<file path="config.mk">
export PLATFORM = sky130hd
export DESIGN_NAME = dmem_arbiter
export DESIGN_NICKNAME = d
export VERILOG_FILES = /design/src/rtl/dmem_arbiter.sv
export SDC_FILE = /design/constraint.sdc
export NUM_CORES = 1
export LEC_CHECK = 0
export CAP_MARGIN = 5
export CORE_MARGIN = 5
export CORE_UTILIZATION = 19
export CTS_BUF_LIST = sky130_fd_sc_hd__clkbuf_2
export CTS_CLUSTER_DIAMETER = 60
export CTS_CLUSTER_SIZE = 40
export DETAILED_ROUTE_END_ITERATION = 7
export PLACE_DENSITY = 0.89
export SYNTH_ARGS = -nofsm -noshare
export SYNTH_HDL_FRONTEND = slang
export SYNTH_SLANG_ARGS = --single-unit
</file>
<file path="constraint.sdc">
create_clock -name clk -period 1.7 [get_ports clk]
set_clock_uncertainty 0.2 [all_clocks]
set_input_delay 0.34 -clock clk [delete_from_list [all_inputs] [get_ports clk]]
set_output_delay 0.34 -clock clk [all_outputs]
set_load 0.03 [all_outputs]
</file>
<file path="src/rtl/dmem_arbiter.sv">
// Data-memory arbiter: the pipeline has fixed priority over a debug/loader port, and a
// starvation counter forces a one-cycle debug grant that stalls the pipeline.
module dmem_arbiter #(
  parameter int unsigned ADDR_W       = 11,
  parameter int unsigned STARVE_LIMIT = 4
) (
  input  logic              clk,
  input  logic              rst,
  // pipeline requester
  input  logic              pl_read,
  input  logic [3:0]        pl_writeb,
  input  logic [ADDR_W-1:0] pl_addr,
  input  logic [31:0]       pl_wdata,
  output logic              pl_stall,
  output logic              pl_rvalid,
  // debug requester
  input  logic              dbg_valid,
  input  logic [3:0]        dbg_writeb,
  input  logic [ADDR_W-1:0] dbg_addr,
  input  logic [31:0]       dbg_wdata,
  output logic              dbg_ready,
  output logic              dbg_rvalid,
  output logic [31:0]       dbg_rdata,
  // dmem side
  output logic              mem_read,
  output logic [3:0]        mem_writeb,
  output logic [ADDR_W-1:0] mem_addr,
  output logic [31:0]       mem_wdata,
  input  logic [31:0]       mem_rdata
);

  localparam logic [3:0] StarveMax = 4'(STARVE_LIMIT - 1);

  typedef enum logic {StPipe, StForce} state_e;

  state_e     state_q, state_d;
  logic [3:0] starve_q, starve_d;
  logic       resp_pl_q, resp_pl_d;
  logic       resp_dbg_q, resp_dbg_d;

  logic pl_req;
  logic dbg_rd;
  logic gnt_pl;
  logic dbg_refused;

  // Grant and memory mux
  always_comb begin
    pl_req     = pl_read | (|pl_writeb);
    dbg_rd     = dbg_valid && (dbg_writeb == 4'b0000);
    gnt_pl     = (state_q == StPipe) && pl_req;
    dbg_ready  = (state_q == StForce) || (!pl_req && dbg_valid);
    pl_stall   = (state_q == StForce) && pl_req;

    mem_read   = 1'b0;
    mem_writeb = 4'b0000;
    mem_addr   = pl_addr;
    mem_wdata  = pl_wdata;
    if (gnt_pl) begin
      mem_read   = pl_read;
      mem_writeb = pl_writeb;
    end else begin
      // Debug owns the port whenever the pipeline is not granted; strobes need dbg_valid.
      mem_read   = dbg_rd;
      mem_writeb = dbg_valid ? dbg_writeb : 4'b0000;
      mem_addr   = dbg_addr;
      mem_wdata  = dbg_wdata;
    end
  end

  // Starvation tracking and response tags
  always_comb begin
    dbg_refused = dbg_valid && !dbg_ready;
    state_d     = StPipe;
    starve_d    = 4'd0;
    if (dbg_refused) begin
      if (starve_q == StarveMax) begin
        state_d = StForce;
      end else begin
        starve_d = starve_q + 4'd1;
      end
    end
    resp_pl_d  = gnt_pl && pl_read;
    resp_dbg_d = !gnt_pl && dbg_rd;
  end

  always_ff @(posedge clk) begin
    if (rst) begin
      state_q    <= StPipe;
      starve_q   <= 4'd0;
      resp_pl_q  <= 1'b0;
      resp_dbg_q <= 1'b0;
    end else begin
      state_q    <= state_d;
      starve_q   <= starve_d;
      resp_pl_q  <= resp_pl_d;
      resp_dbg_q <= resp_dbg_d;
    end
  end

  // A reset arriving while a tag is pending suppresses the response immediately.
  always_comb begin
    pl_rvalid  = resp_pl_q && !rst;
    dbg_rvalid = resp_dbg_q && !rst;
    dbg_rdata  = mem_rdata;
  end

endmodule

</file>
[After elaboration in Yosys (flattened, before gate mapping)]
Cells that the tools add are included.
Widths: inputs -> output; s select.
Cells by class
  reduce and logical (&&, ||, !) cells: 18
  eq/ne operators: 1
  bitwise logic cells: 3
  $add $sub $neg: 1
  muxes and demuxes: 6
Operators with widths (number)
  $mux 32: 1
  $mux 11: 1
  $logic_and 1x1->1: 9
  $mux 4: 2
  $add 4x1->4 const B: 1
  $eq 4x2->1 const B: 1
  $logic_not 1->1: 4
  $logic_not 4->1: 1
  $reduce_or 4->1: 1
  $reduce_or 3->1: 1
  $mux 1: 2
  $not 1->1: 2
  $reduce_or 2->1: 1
  $logic_or 1x1->1: 1
  $or 1x1->1: 1
Word-level totals
  register bits: 7
  output and inout bits: 84
  word-level logic and storage cells: 33

[Depth between registers and ports, before layout]
Gate-level depths: netlist of run 1.
  depth in word-level cells: 9
  mapped depth: 4
  depth with buffers taken out: 4

[Worst setup path after synthesis of run 1]
OpenSTA, ideal clock, no wires.
  path type: input to output
  start: input port pl_writeb[1]
  end: output port mem_read
  path buffers: 1
  path slack: -0.416 ns
  cell stages on the path: 4
  data required time: 1.160 ns
  data arrival time: 1.576 ns
  cell sequence: nor3_2 > a21oi_2 > buf_6 > o21ai_0
On the way
  longest elaborated chain between the ends: 4
Ends and longest elaborated chain
  start, declared: line 11  | input logic [3:0] pl_writeb,
  $reduce_or 4->1: line 48  | pl_req = pl_read | (|pl_writeb);
  $or 1x1->1: line 48
  $logic_and 1x1->1: line 50  | gnt_pl = (state_q == StPipe) && pl_req;
  $mux 1: line 58  | if (gnt_pl) begin
  end, declared: line 25  | output logic mem_read,
Every way passes these cells.

[Worst setup path after layout of run 1]
  start: input port pl_writeb[0]
  end: output port mem_addr[10]
On the way
  longest elaborated chain between the ends: 4
Ends and longest elaborated chain
  $reduce_or 4->1: line 48
  $or 1x1->1: line 48
  $logic_and 1x1->1: line 50
  $mux 11: line 58
  end, declared: line 27  | output logic [ADDR_W-1:0] mem_addr,
Every way passes these cells.

==> results of run 1 <==
through the flow:
step	area [µm²]	TNS, ps
after global routing	3080	-22070
after detailed placement	2750	-55390
after floorplan	1370	-1720
after global placement	2750	-53850
after CTS	3040	-19790
final	3080	-19880
worst reg2reg max path, stage by stage, from the launching register on:
cell     delay, ps
dfxtp_2        340
buf_6          140
or3b_1         370
a211o_1        280
nor2_1         110
state kept, by name (all words and copies together), names as in the netlist:
register,cells
state_q,1
resp_dbg_q,1
resp_pl_q,1
starve_q,4
timing repair:
| action | CTS | global route |
|---|---|---|
| endpoints found under the hold margin | 0 | 0 |
| buffers inserted | 11 | 2 |
| cloned | 4 | 0 |
| resized for setup | 317 | 8 |
| hold buffers | 0 | 0 |
| setup endpoints to repair | 58 | 50 |
| pin swaps | 5 | 3 |
cell type report:
class	instances	area share
Timing Repair Buffer	172	0.603
Multi-Input combinational cell	77	0.307
Inverter	6	0.00731
Clock buffer	4	0.00650
Sequential cell	7	0.0459
Tap cell	75	0.0305
power by group through the flow:
stage | logic (mW) | clock network (mW) | registers, mW
floorplan | 0.443 | 0 | 0.173
global placement | 0.676 | 0 | 0.173
detailed placement | 0.687 | 0 | 0.173
CTS | 0.735 | 0.128 | 0.170
global route | 0.773 | 0.136 | 0.170
finish | 0.738 | 0.121 | 0.170
final timing paths:
check          startpoint            to  slack (ps)  cells past startpoint
min           starve_q[0]   starve_q[0]         250                      1
max          pl_writeb[0]  mem_addr[10]        -460                      8
min reg2reg   starve_q[0]   starve_q[0]         250                      1
max reg2reg       state_q   starve_q[3]         190                      4
layout by cell type (no fill, tap or decap):
| master | netlist | layout |
|---|---|---|
| a211o_1 | 1 | 1 |
| or3b_1 | 1 | 1 |
| nor2b_1 | 2 | 2 |
| buf_16 | 0 | 5 |
| nor4b_1 | 1 | 1 |
| dlygate4sd2_1 | 0 | 2 |
| mux2_4 | 0 | 43 |
| xnor2_1 | 1 | 1 |
| nand2_1 | 5 | 5 |
| dlymetal6s2s_1 | 0 | 1 |
| buf_6 | 5 | 50 |
| o21ai_2 | 0 | 1 |
| nor2_1 | 8 | 6 |
| a21boi_4 | 0 | 1 |
| nor4_2 | 0 | 1 |
| and4b_1 | 1 | 1 |
| buf_12 | 0 | 5 |
| xor2_1 | 1 | 1 |
| inv_1 | 6 | 6 |
| buf_2 | 2 | 9 |
| dfxtp_2 | 0 | 1 |
| nand2b_1 | 1 | 1 |
| nor2_4 | 0 | 2 |
| dfxtp_1 | 7 | 6 |
| nand3_1 | 1 | 1 |
| buf_4 | 32 | 10 |
| o22ai_2 | 0 | 2 |
| a21oi_4 | 0 | 1 |
| ha_1 | 1 | 1 |
| clkdlybuf4s50_1 | 0 | 89 |
| clkbuf_2 | 0 | 4 |
| o22ai_4 | 0 | 2 |
| buf_8 | 0 | 1 |
| nor3b_1 | 1 | 1 |
| nor3_4 | 0 | 1 |
kinds of logic after synthesis:
kind of cell	after synthesis	share of synthesized area
compound gates	8	0.0474
xor+xnor	2	0.0151
fa+ha+maj	1	0.0108
buf+inv	45	0.283
flops	7	0.121
mux	43	0.417
simple gates	23	0.107
Yosys cell counts (all sizes together) (2+ instances only):
| master | n | area share |
|---|---|---|
| mux2 | 43 | 0.42 |
| buf | 39 | 0.26 |
| nor2 | 8 | 0.026 |
| dfxtp | 7 | 0.12 |
| inv | 6 | 0.019 |
| nand2 | 5 | 0.016 |
| o22ai | 4 | 0.022 |
| nor2b | 2 | 0.011 |
layer usage:
layer	track usage	vias up	wire length [µm]
met5	0	-	0
met4	0.0426	0	108
met3	0.0354	12	634
met2	0.288	97	3370
met1	0.138	657	1930
li1	-	687	-
==> qor.csv, run 1 <==
stage;metric;value;unit
run_status;outcome;complete, but fails checks;
run_status;failing checks;negative setup slack;
power;peak supply drop;0.254;mV
global_routing;number of global-route vias before repair;1612;
timing;Setup WS post-layout;-458;ps
timing;Worst Hold Slack;252;ps
power;Comb power frac;0.717;
power;Power Total;1.03;mW
placed_design;placed cells;325;
floorplan;die area;0.00778;mm²
critical_path;CP bufs+invs;5;
global_routing;initial antenna violation count;0;
cts;CTS tree;built;
floorplan;die width;88.2;µm
timing;Hold Fails Final Rpt;0;
power;sw frac;0.343;
global_routing;maximum number of pins on one net before global-route repair;12;
critical_path;crit end category;primary output;
cts;Root Driver;clkbuf_2;
timing;RSZ-0062 raised after global routing;yes;
placed_design;pre-CTS worst setup slack;-1190;ps
synthesis;Yosys warnings;0;
layout;Reg area;141;µm²
detailed_routing;final wirelength;6040;µm
layout;fin cells;341;
cts;clk sinks;7;
global_routing;GRT Resource Usage Total;0.142;
floorplan;Std-Cell Rows;28;
synthesis;synthesized area per cell;9.01;µm²
synthesis;EDFF count, synth;0;
synthesis;Distinct cells, synth;25;
detailed_routing;1st-iter DRT viols;10;
cts;H-tree levels;1;
detailed_routing;via density per instance;4.26;
synthesis;Async SR Flop Fraction;0;
layout;Layout Nets;398;
layout;Finished Core Util;0.520;
power;sequential share of power;0.165;
synthesis;Mapped Cells;129;
detailed_routing;via count;1453;
critical_path;arrival time at the worst endpoint;1620;ps
synthesis;Seq/Total Area, Yosys;0.121;
placed_design;PortBufs;149;
critical_path;slowest CP cell;mux2_4;
synthesis;syn_nets;260;
timing;setup violators final;50;
power;internal power;0.677;mW
critical_path;crit-path max cell delay;310;ps
layout;ratio of cells with drive above 1 in the final layout;0.523;
cts;CTS buffer count;3;
timing;Final Cycle Share;1.27;
critical_path;CP required;1160;ps
synthesis;flops & latches, synth;7;
global_routing;first-pass GRT wire length;8420;µm
floorplan;chip height;88.2;µm
detailed_routing;Routed wire per std cell;17.7;µm
floorplan;Initial Util;0.196;
power;Switch Pwr;0.353;mW
run;Max Cap Violations;0;
synthesis;Mapped Area;0.00116;mm²
critical_path;Crit path max-delay family;buffers and inverters;
timing;Max Fclk;463;MHz
power;power share of the clock group;0.118;
critical_path;Setup CP Type;primary input to primary output;
timing;Rel. slew slack;0.791;
hold_path;Hold Crit Class;register to register;
detailed_routing;DRC;0;
cts;Max clock buf depth;2;
placed_design;DP Wirelength;4800;µm
detailed_routing;Pre-antenna DRT Iters;2;
global_routing;global route total overflow;0;
layout;Area Overhead vs Synth;165;%
cts;clock slew at reported path FFs;70;ps
floorplan;core box area;0.00592;mm²
layout;fillcell total;530;
critical_path;CP Launch Type;primary input;
timing;Worst-Margin Slew;309;ps
critical_path;Critical Path Fanout Max;9;
critical_path;CP Cell Sequence;buf_6, nor3_4, a21oi_4, buf_12, buf_12, buf_16, mux2_4, buf_6;
timing;Final Slew Violations;0;
synthesis;Most used DFF post-synth;dfxtp_1;
power;Leakage Power;1.49;nW
layout;Multi-input gate area;945;µm²
detailed_routing;Final ANT Viol Nets;0;
placed_design;GPL Wtd Cong;0.765;
cts;worst skew pair latency;230;ps
floorplan;io pins;214;
power;PwrDens;334;mW/mm²
layout;diodes inserted;0;
timing;fin crit period;2160;ps
Power figures use the tool's default switching activity.
==> run 2: changes to the inputs <==
CTS_CLUSTER_DIAMETER = not set   (was 60)
==> results of run 2 <==
The final DEF is identical to that of run 1; final timing and power are the same.
